## src/rtl/uart_tx_sched.sv

```systemverilog
// uart_tx_sched: round-robin scheduler that feeds fixed-length character messages
// from NREQ sources, one message at a time, into a single character-level UART transmitter.
module uart_tx_sched #(
    parameter int         NREQ      = 4,
    parameter int         MSG_LEN   = 2,
    parameter bit         ADD_TERM  = 1'b1,
    parameter logic [6:0] TERM_CHAR = 7'h0D
) (
    input  logic                      clk,
    input  logic                      rst,
    input  logic [NREQ-1:0]           req,
    input  logic [NREQ*MSG_LEN*7-1:0] msg_data,
    output logic [NREQ-1:0]           gnt,
    output logic [NREQ-1:0]           done,
    output logic [6:0]                tx_data,
    output logic                      tx_start,
    input  logic                      tx_busy,
    output logic                      sched_busy,
    output logic [2:0]                cur_id
);

    localparam int NCHAR = MSG_LEN + (ADD_TERM ? 1 : 0);
    localparam int MSG_W = MSG_LEN * 7;

    typedef enum logic [2:0] {
        S_IDLE  = 3'd0,
        S_ISSUE = 3'd1,
        S_SKIP  = 3'd2,
        S_WAIT  = 3'd3,
        S_FIN   = 3'd4
    } state_t;

    state_t           r_state;
    state_t           w_state_nxt;
    logic [2:0]       r_ptr;
    logic [2:0]       r_sel;
    logic [3:0]       r_cnt;
    logic [MSG_W-1:0] r_buf;
    logic [6:0]       r_tx_data;
    logic [2:0]       w_arb_sel;
    logic             w_arb_hit;
    logic [6:0]       w_char;
    logic             w_last;

    // Cyclic search from r_ptr; scanning downwards lets the lowest offset win.
    always_comb begin
        w_arb_hit = 1'b0;
        w_arb_sel = 3'd0;
        for (int k = NREQ - 1; k >= 0; k--) begin
            if (req[(int'(r_ptr) + k) % NREQ]) begin
                w_arb_hit = 1'b1;
                w_arb_sel = 3'((int'(r_ptr) + k) % NREQ);
            end
        end
    end

    always_comb begin
        w_char = TERM_CHAR;
        if (int'(r_cnt) < MSG_LEN) begin
            w_char = r_buf[int'(r_cnt) * 7 +: 7];
        end
    end

    assign w_last = (int'(r_cnt) + 1 >= NCHAR);

    always_ff @(posedge clk) begin
        if (rst) begin
            r_state <= S_IDLE;
        end else begin
            r_state <= w_state_nxt;
        end
    end

    always_comb begin
        w_state_nxt = r_state;
        case (r_state)
            S_IDLE:  if (w_arb_hit) w_state_nxt = S_ISSUE;
            S_ISSUE: if (!tx_busy) w_state_nxt = S_SKIP;
            S_SKIP:  w_state_nxt = S_WAIT;
            S_WAIT:  if (!tx_busy) w_state_nxt = w_last ? S_FIN : S_ISSUE;
            S_FIN:   w_state_nxt = S_IDLE;
            default: w_state_nxt = S_IDLE;
        endcase
    end

    always_comb begin
        gnt        = '0;
        done       = '0;
        cur_id     = 3'd0;
        tx_start   = 1'b0;
        tx_data    = r_tx_data;
        sched_busy = (r_state != S_IDLE);
        case (r_state)
            S_ISSUE: begin
                gnt      = {{(NREQ-1){1'b0}}, 1'b1} << r_sel;
                cur_id   = r_sel;
                tx_start = !tx_busy;
                if (!tx_busy) tx_data = w_char;
            end
            S_SKIP, S_WAIT: begin
                gnt    = {{(NREQ-1){1'b0}}, 1'b1} << r_sel;
                cur_id = r_sel;
            end
            S_FIN:   done = {{(NREQ-1){1'b0}}, 1'b1} << r_sel;
            default: ;
        endcase
    end

    always_ff @(posedge clk) begin
        if (rst) begin
            r_ptr     <= 3'd0;
            r_cnt     <= 4'd0;
            r_tx_data <= 7'd0;
        end else begin
            if (r_state == S_IDLE && w_arb_hit) r_cnt <= 4'd0;
            if (r_state == S_WAIT && !tx_busy) r_cnt <= r_cnt + 4'd1;
            if (tx_start) r_tx_data <= w_char;
            if (r_state == S_FIN) begin
                r_ptr <= (int'(r_sel) == NREQ - 1) ? 3'd0 : r_sel + 3'd1;
            end
        end
    end

    // Message snapshot at grant time; later msg_data changes are not seen.
    always_ff @(posedge clk) begin
        if (r_state == S_IDLE && w_arb_hit) begin
            r_sel <= w_arb_sel;
            r_buf <= msg_data[int'(w_arb_sel) * MSG_W +: MSG_W];
        end
    end

endmodule

```

## config.mk

```make
export PLATFORM = sky130hd
export DESIGN_NAME = uart_tx_sched
export DESIGN_NICKNAME = d
export VERILOG_FILES = /design/src/rtl/uart_tx_sched.sv
export SDC_FILE = /design/constraint.sdc
export NUM_CORES = 1
export LEC_CHECK = 0
export CORE_MARGIN = 5
export CORE_UTILIZATION = 45
export CTS_CLUSTER_SIZE = 10
export DETAILED_ROUTE_END_ITERATION = 12
export PLACE_DENSITY_LB_ADDON = 0.1
export SYNTH_ARGS = -nofsm -noshare
export SYNTH_HDL_FRONTEND = slang
export SYNTH_SLANG_ARGS = --single-unit
```

## constraint.sdc

```tcl
create_clock -name clk -period 2.4 [get_ports clk]
set_input_delay 0.48 -clock clk [delete_from_list [all_inputs] [get_ports clk]]
set_output_delay 0.48 -clock clk [all_outputs]
set_load 0.02 [all_outputs]
```

==> run_results.csv <==
group,metric,value,unit
cts,clock-sinks,32,
placement,pre_cts_ws,-800,ps
timing,fin_tns_setup,-126,ps
layout,synthToLayoutAreaGrowth,49.6,%
detailed_routing,drt_pass1_iterations,4,
worst_hold_path,worstHoldStart,"r_ptr[0]",
global_route,grt_pass1_wl,10300,um
setup_path,max_stage_delay,520,ps
pwr,p_per_area,467,nW/um^2
cts,max-clock-path-buffers,2,
logic_synthesis,ys_async_sr_fraction,0,
setup_path,path_cells,"or4b_4 -> or4_4 -> o21ai_2 -> buf_6",
logic_synthesis,yosysSeqAreaShare,0.337,
floorplanning,die_area,6840,um^2
setup_path,reg2reg_from,"r_cnt[0]",
layout,drive_gt1_frac,0.173,
timing,relSlewSlack,0.603,
global_route,gr-usage-met1,0.260,
placement,globalplace.congestion,0.849,
cts,cts_tree,"built",
global_route,grt-busiest-layer,"met2",
logic_synthesis,synthTopCellsByArea,"edfxtp_1, dfxtp_1, nand3_1",
pwr,combPwrFrac,0.297,
cts,cts_root_buf,"clkbuf_8",
logic_synthesis,syn_nets,348,
floorplanning,coreArea,5110,um^2
setup_path,crit_type,"reg -> out",
logic_synthesis,ys_warn_count,0,
setup_path,slowest_stage,"or4b_4",
floorplanning,dieWidth,82.7,um
run_status,violations,"setup timing",
logic_synthesis,synth_common_cells,"nand3_1, nand2_1, clkbuf_1",
timing,fin_crit,2450,ps
pwr,pwr-share-clk,0.311,
floorplanning,die_y,82.7,um
timing,finalMaxSlewViolations,0,
cts,clk_pin_slew,70,ps
logic_synthesis,synth-edff-count,16,
placement,io_buffers,81,
placement,dp_hpwl,5020,um
detailed_routing,vias_per_cell,5.51,
detailed_routing,drcViolationCount,0,
logic_synthesis,yosysTopAreaCellShare,0.202,
timing,hold_viol,0,
pwr,switching_share,0.276,
setup_path,cp.arrival,1970,ps
setup_path,cp.required,1920,ps
timing,rsz0062_at_grt,"true",
timing,fmax,407,MHz
setup_path,setup.worst_path.start,"r_state[1]",
timing,setup_ws,-54.7,ps
detailed_routing,vias,2421,
logic_synthesis,netlist_instances,279,
global_route,grt_pass1_vias,2196,
detailed_routing,wl,6590,um
logic_synthesis,synth_top_area_cell,"edfxtp_1",
global_route,grt-ovfl-total,0,
detailed_routing,drt_iter0_markers,104,
layout,fin_nets,437,
pwr,power,0.00166,W
logic_synthesis,synth.distinct_cells,41,
timing,worstMarginPinSlew,594,ps
logic_synthesis,synth_most_common_cell,"nand3_1",
global_route,grt_use_met2,0.325,
logic_synthesis,synthFlopType,"edfxtp_1",
timing,setup_viol,4,
pwr,pwr-share-seq,0.392,
floorplanning,row_count,26,
pwr,ir_drop,0.254,mV
detailed_routing,wl_per_cell,15.0,um
global_route,antenna_found_initial,0,
global_route,grt_max_degree,40,
run_status,status,"finished with violations",
layout,num_antenna_cells,0,
timing,fin_skew,6.08,ps
cts,cts_max_level,2,
flow_run,maxCapViolCount,0,
global_route,gr-usage-met3,0.0412,
timing,fin_crit_sh,1.02,
floorplanning,io_pins,83,
setup_path,cp-start-kind,"flip-flop",
logic_synthesis,syn_area,2380,um^2
floorplanning,initial_core_util,0.466,
placement,place_area,3400,um^2
layout,fin_area,3560,um^2
setup_path,critical_path.endpoint_type,"primary output",
pwr,p_int,0.00120,W
pwr,leakagePower,1.40,nW
detailed_routing,antenna_left,0,
worst_hold_path,hold_class,"reg -> reg",
pwr,p_sw,0.000459,W
cts,cts_inserted_buffers,5,
logic_synthesis,syn_avg_cell_area,8.53,um^2
logic_synthesis,ys_seq_elements,32,
global_route,grt_usage,0.200,
cts,insertion_delay,290,ps
layout,fillCellCount,411,
setup_path,critPathMaxFanout,4,
[kinds of logic (layout without fill, tap and decap cells)]
family	count (synthesis)	count (layout)	share of synthesized area
AO/OA/AOI/OAI	63	63	0.224
XOR/XNOR	2	2	0.00737
adder cells (fa/ha/maj)	6	6	0.0316
buffers and inverters	34	124	0.0600
flip-flops	32	32	0.337
multiplexers	7	7	0.0295
other	1	1	0.00158
AND/OR/NAND/NOR	134	134	0.310
[stage by stage]
step	instances	utilization	hold WS [ps]
2_1_floorplan	279	-	446
3_3_place_gp	430	0.666	477
3_5_place_dp	430	0.666	493
4_1_cts	439	0.689	504
5_1_grt	439	0.696	542
6_report	439	0.696	503
[worst paths after layout]
check	endpoint	slack, ps	cells after the start
worst max-delay path	tx_data[5]	-50	4
worst min-delay path	r_ptr[0]	500	2
worst max register to register	r_state[0]	450	5
worst min register to register	r_ptr[0]	500	2
[sequential cells by signal, summed over array words and instances (netlist names)]
name,flops
r_state,3
r_cnt,4
r_tx_data,7
r_ptr,2
r_buf,14
r_sel,2
[power by group through the flow]
| stage | registers (W) | logic (W) | clock network (W) |
|---|---|---|---|
| final | 0.000652 | 0.000493 | 0.000516 |
| after global routing | 0.000655 | 0.000539 | 0.000547 |
| after detailed placement | 0.000663 | 0.000485 | 0 |
| after floorplan | 0.000657 | 0.000252 | 0 |
| after CTS | 0.000651 | 0.000490 | 0.000521 |
| after global placement | 0.000662 | 0.000477 | 0 |
[area by class of cell]
type | instances | area (um^2) | area share
timing repair buffer | 112 | 1060 | 0.299
sequential | 32 | 802 | 0.225
inverter | 4 | 15.0 | 0.00422
tap | 70 | 87.6 | 0.0246
clock buffer | 5 | 68.8 | 0.0193
clock inverter | 3 | 42.5 | 0.0120
multi-input combinational | 213 | 1480 | 0.416
[routing by layer]
metal	wire, um	vias up
met3	329	10
met4	116	0
met5	0	-
met1	2780	1106
met2	3360	72
li1	-	1233
[critical path, delay by kind of cell, from the launching register on]
family | cells | cell delay, ps
compound gates | 1 | 200
buf+inv | 1 | 140
flops | 1 | 320
simple gates | 2 | 1030
[timing repair]
item	4_1_cts	5_1_grt
pin swaps	5	2
hold endpoints to repair	0	0
buffers inserted	1	0
hold buffers	0	0
resized for setup	44	9
setup endpoints to repair	8	12
[layout by cell type, fill, tap and decap left out, drive strengths merged, types with 5 or more instances in the layout]
cell,n
a21bo,14
a21oi,9
a221oi,14
a32oi,14
and2,5
buf,39
clkbuf,5
clkdlybuf4s50,68
dfxtp,16
edfxtp,16
ha,6
mux2i,7
nand2,24
nand3,30
nor2,17
nor2b,9
nor3b,14
nor4,17
No activity file was read; power rests on OpenSTA's default activity.
==> RTL change: new RTL, config.mk and constraints unchanged <==
`MSG_LEN`: 2 -> 4.
--- a/src/rtl/uart_tx_sched.sv
+++ b/src/rtl/uart_tx_sched.sv
@@ -3,5 +3,5 @@
 module uart_tx_sched #(
     parameter int         NREQ      = 4,
-    parameter int         MSG_LEN   = 2,
+    parameter int         MSG_LEN   = 4,
     parameter bit         ADD_TERM  = 1'b1,
     parameter logic [6:0] TERM_CHAR = 7'h0D
Ports: changed (resized msg_data); port bits go from 83 to 139. The function was not compared with the original's and may differ.
==> RTL change against the unedited design <==
Global-route usage shrank 1.4 points; critical path depth grew 2; power grew 26%; wire length grew 15%; clock skew is essentially flat; first-iteration DRC count shrank 37%; non-clock buffer count grew 51; sequential share of layout area grew 3.5 points; fmax grew 5.3%; setup slack gained 0.12 ns; synthesized area grew 23%; final area grew 32%; sequential cell count grew 14; largest power group unchanged.
==> RTL change: results (changes against the unedited design) <==
<table>
<tr><th>Metric</th><th>Value</th></tr>
<tr><th colspan="2">Route</th></tr>
<tr><td>Final routed wirelength across all metal layers</td><td>7.608 mm (+15%)</td></tr>
<tr><td>Pre-Repair DR Iteration Count</td><td>4 (unchanged)</td></tr>
<tr><td>Violation count after the first detailed-routing iteration</td><td>66 (-37%)</td></tr>
<tr><td>Mean routed wirelength per cell</td><td>15.34 um (+2.2%)</td></tr>
<tr><th colspan="2">Logic synthesis</th></tr>
<tr><td>Most numerous cell types in the synthesized netlist</td><td>sky130_fd_sc_hd__mux2i_1, sky130_fd_sc_hd__edfxtp_1, sky130_fd_sc_hd__nor2_1</td></tr>
<tr><td>Yosys cell types</td><td>34 (-17%)</td></tr>
<tr><td>Fraction of the yosys area taken by sequential cells</td><td>0.4167 (+0.08007)</td></tr>
<tr><td>Primary flip-flop cell chosen by synthesis mapping</td><td>sky130_fd_sc_hd__edfxtp_1</td></tr>
<tr><th colspan="2">Finish</th></tr>
<tr><td>Count of filler cells inserted in the layout</td><td>482 (+17%)</td></tr>
<tr><td>Final-stage net count</td><td>543 (+24%)</td></tr>
<tr><td>Share of final-layout standard cells stronger than drive strength 1</td><td>0.1456 (-0.02786)</td></tr>
<tr><td>Registers with the highest flip-flop counts</td><td>r_buf x28, r_tx_data x7, r_cnt x4</td></tr>
<tr><td>Post-Layout Inst Area</td><td>4700 um2 (+32%)</td></tr>
<tr><th colspan="2">GRT</th></tr>
<tr><td>Number of global-route vias before repair</td><td>2777 (+26%)</td></tr>
<tr><td>Global-route total usage across every layer</td><td>0.1859 (-0.01382)</td></tr>
<tr><td>Global-route wire length before repair</td><td>12.49 mm (+21%)</td></tr>
<tr><th colspan="2">Placed design</th></tr>
<tr><td>Instance area after placement</td><td>4589 um2 (+35%)</td></tr>
<tr><td>I/O Buffers</td><td>137 (+69%)</td></tr>
<tr><td>Worst-case setup slack after placement</td><td>-0.8175 ns (-0.01717 ns)</td></tr>
<tr><td>Placed instance count</td><td>486 (+13%)</td></tr>
<tr><td>Final weighted congestion of routability-driven global placement</td><td>0.7574 (-11%)</td></tr>
<tr><th colspan="2">STA</th></tr>
<tr><td>Fin Setup TNS</td><td>0 ns (+0.1260 ns)</td></tr>
<tr><td>Clock skew</td><td>0.006501 ns (+0.0004173 ns)</td></tr>
<tr><td>Transition time at the pin with the least slew margin</td><td>0.6181 ns (+0.02383 ns)</td></tr>
<tr><th colspan="2">Worst setup path</th></tr>
<tr><td>Largest fanout on the critical path</td><td>7 (+3)</td></tr>
<tr><td>Data arrival time of the worst path</td><td>1.85 ns (-0.12 ns)</td></tr>
<tr><th colspan="2">Status</th></tr>
<tr><td>Status</td><td>finished clean</td></tr>
<tr><th colspan="2">Clocking</th></tr>
<tr><td>Clock slew seen by the registers of the worst setup and hold paths</td><td>0.09 ns (+0.02 ns)</td></tr>
<tr><th colspan="2">Power</th></tr>
<tr><td>Maximum vdd drop</td><td>0.3949 mV (+55%)</td></tr>
</table>
RTL change: cell count changes after synthesis, sizes merged, moves of 12 or more:
cell    before  now
nor3b       14    2
nor4        17    1
nand2       24    9
clkbuf      23    6
a32oi       14    0
a221oi      14    0
edfxtp      16   30
nand3       30    2
a21bo       14    0
mux2i        7   89
RTL change: cell type report:
| type | instances | area (um2) | area share |
|---|---|---|---|
| multi-input combinational | 195 | 1649 | 0.3509 |
| clock inverter | 3 | 21.27 | 0.004526 |
| clock buffer | 5 | 68.82 | 0.01464 |
| sequential | 46 | 1225 | 0.2606 |
| timing repair buffer | 163 | 1613 | 0.3432 |
| inverter | 7 | 26.28 | 0.005591 |
| tap | 77 | 96.34 | 0.02050 |
RTL change: cell families after synthesis:
family,after synthesis,share of synthesized area
AO/OA/AOI/OAI,28,0.06277
XOR/XNOR,1,0.002989
adder cells (fa/ha/maj),6,0.02562
buffers and inverters,25,0.03672
flip-flops,46,0.4167
multiplexers,96,0.3424
other,1,0.001280
AND/OR/NAND/NOR,63,0.1114
RTL change: critical path, cell delays in order:
cell	delay (ns)
sky130_fd_sc_hd__buf_2	0.11
sky130_fd_sc_hd__nand2b_4	0.13
sky130_fd_sc_hd__or3_4	0.33
sky130_fd_sc_hd__or3_4	0.41
sky130_fd_sc_hd__o22a_1	0.24
sky130_fd_sc_hd__buf_6	0.14
RTL change: power groups by stage:
stage | registers, mW | logic (mW) | clock network (mW)
floorplan | 0.976 | 0.298 | 0
global placement | 0.979 | 0.644 | 0
detailed placement | 0.983 | 0.658 | 0
CTS | 0.966 | 0.659 | 0.483
global route | 0.973 | 0.701 | 0.529
finish | 0.965 | 0.651 | 0.475
RTL change: timing repair:
action	4_1_cts	5_1_grt
pin swaps	5	3
gates resized for setup	44	4
setup endpoints to repair	8	11
buffers inserted	2	0
cloned	0	0
RTL change: path summary, 6_finish.rpt:
path                            startpoint         end  slack, ns  depth (start not counted)
worst max-delay path               tx_busy  tx_data[2]       0.07                          6
worst min-delay path              r_ptr[0]    r_ptr[0]       0.55                          2
worst max register to register    r_cnt[0]  r_state[0]       0.46                          7
worst min register to register    r_ptr[0]    r_ptr[0]       0.55                          2
RTL change: layer usage:
layer / vias up / track usage / share of wire
met2: 79 / 0.3511 / 0.55
met1: 1184 / 0.2016 / 0.37
met3: 5 / 0.04833 / 0.068
met5: - / 0 / 0
li1: 1280 / - / -
met4: 0 / 0.05087 / 0.0088
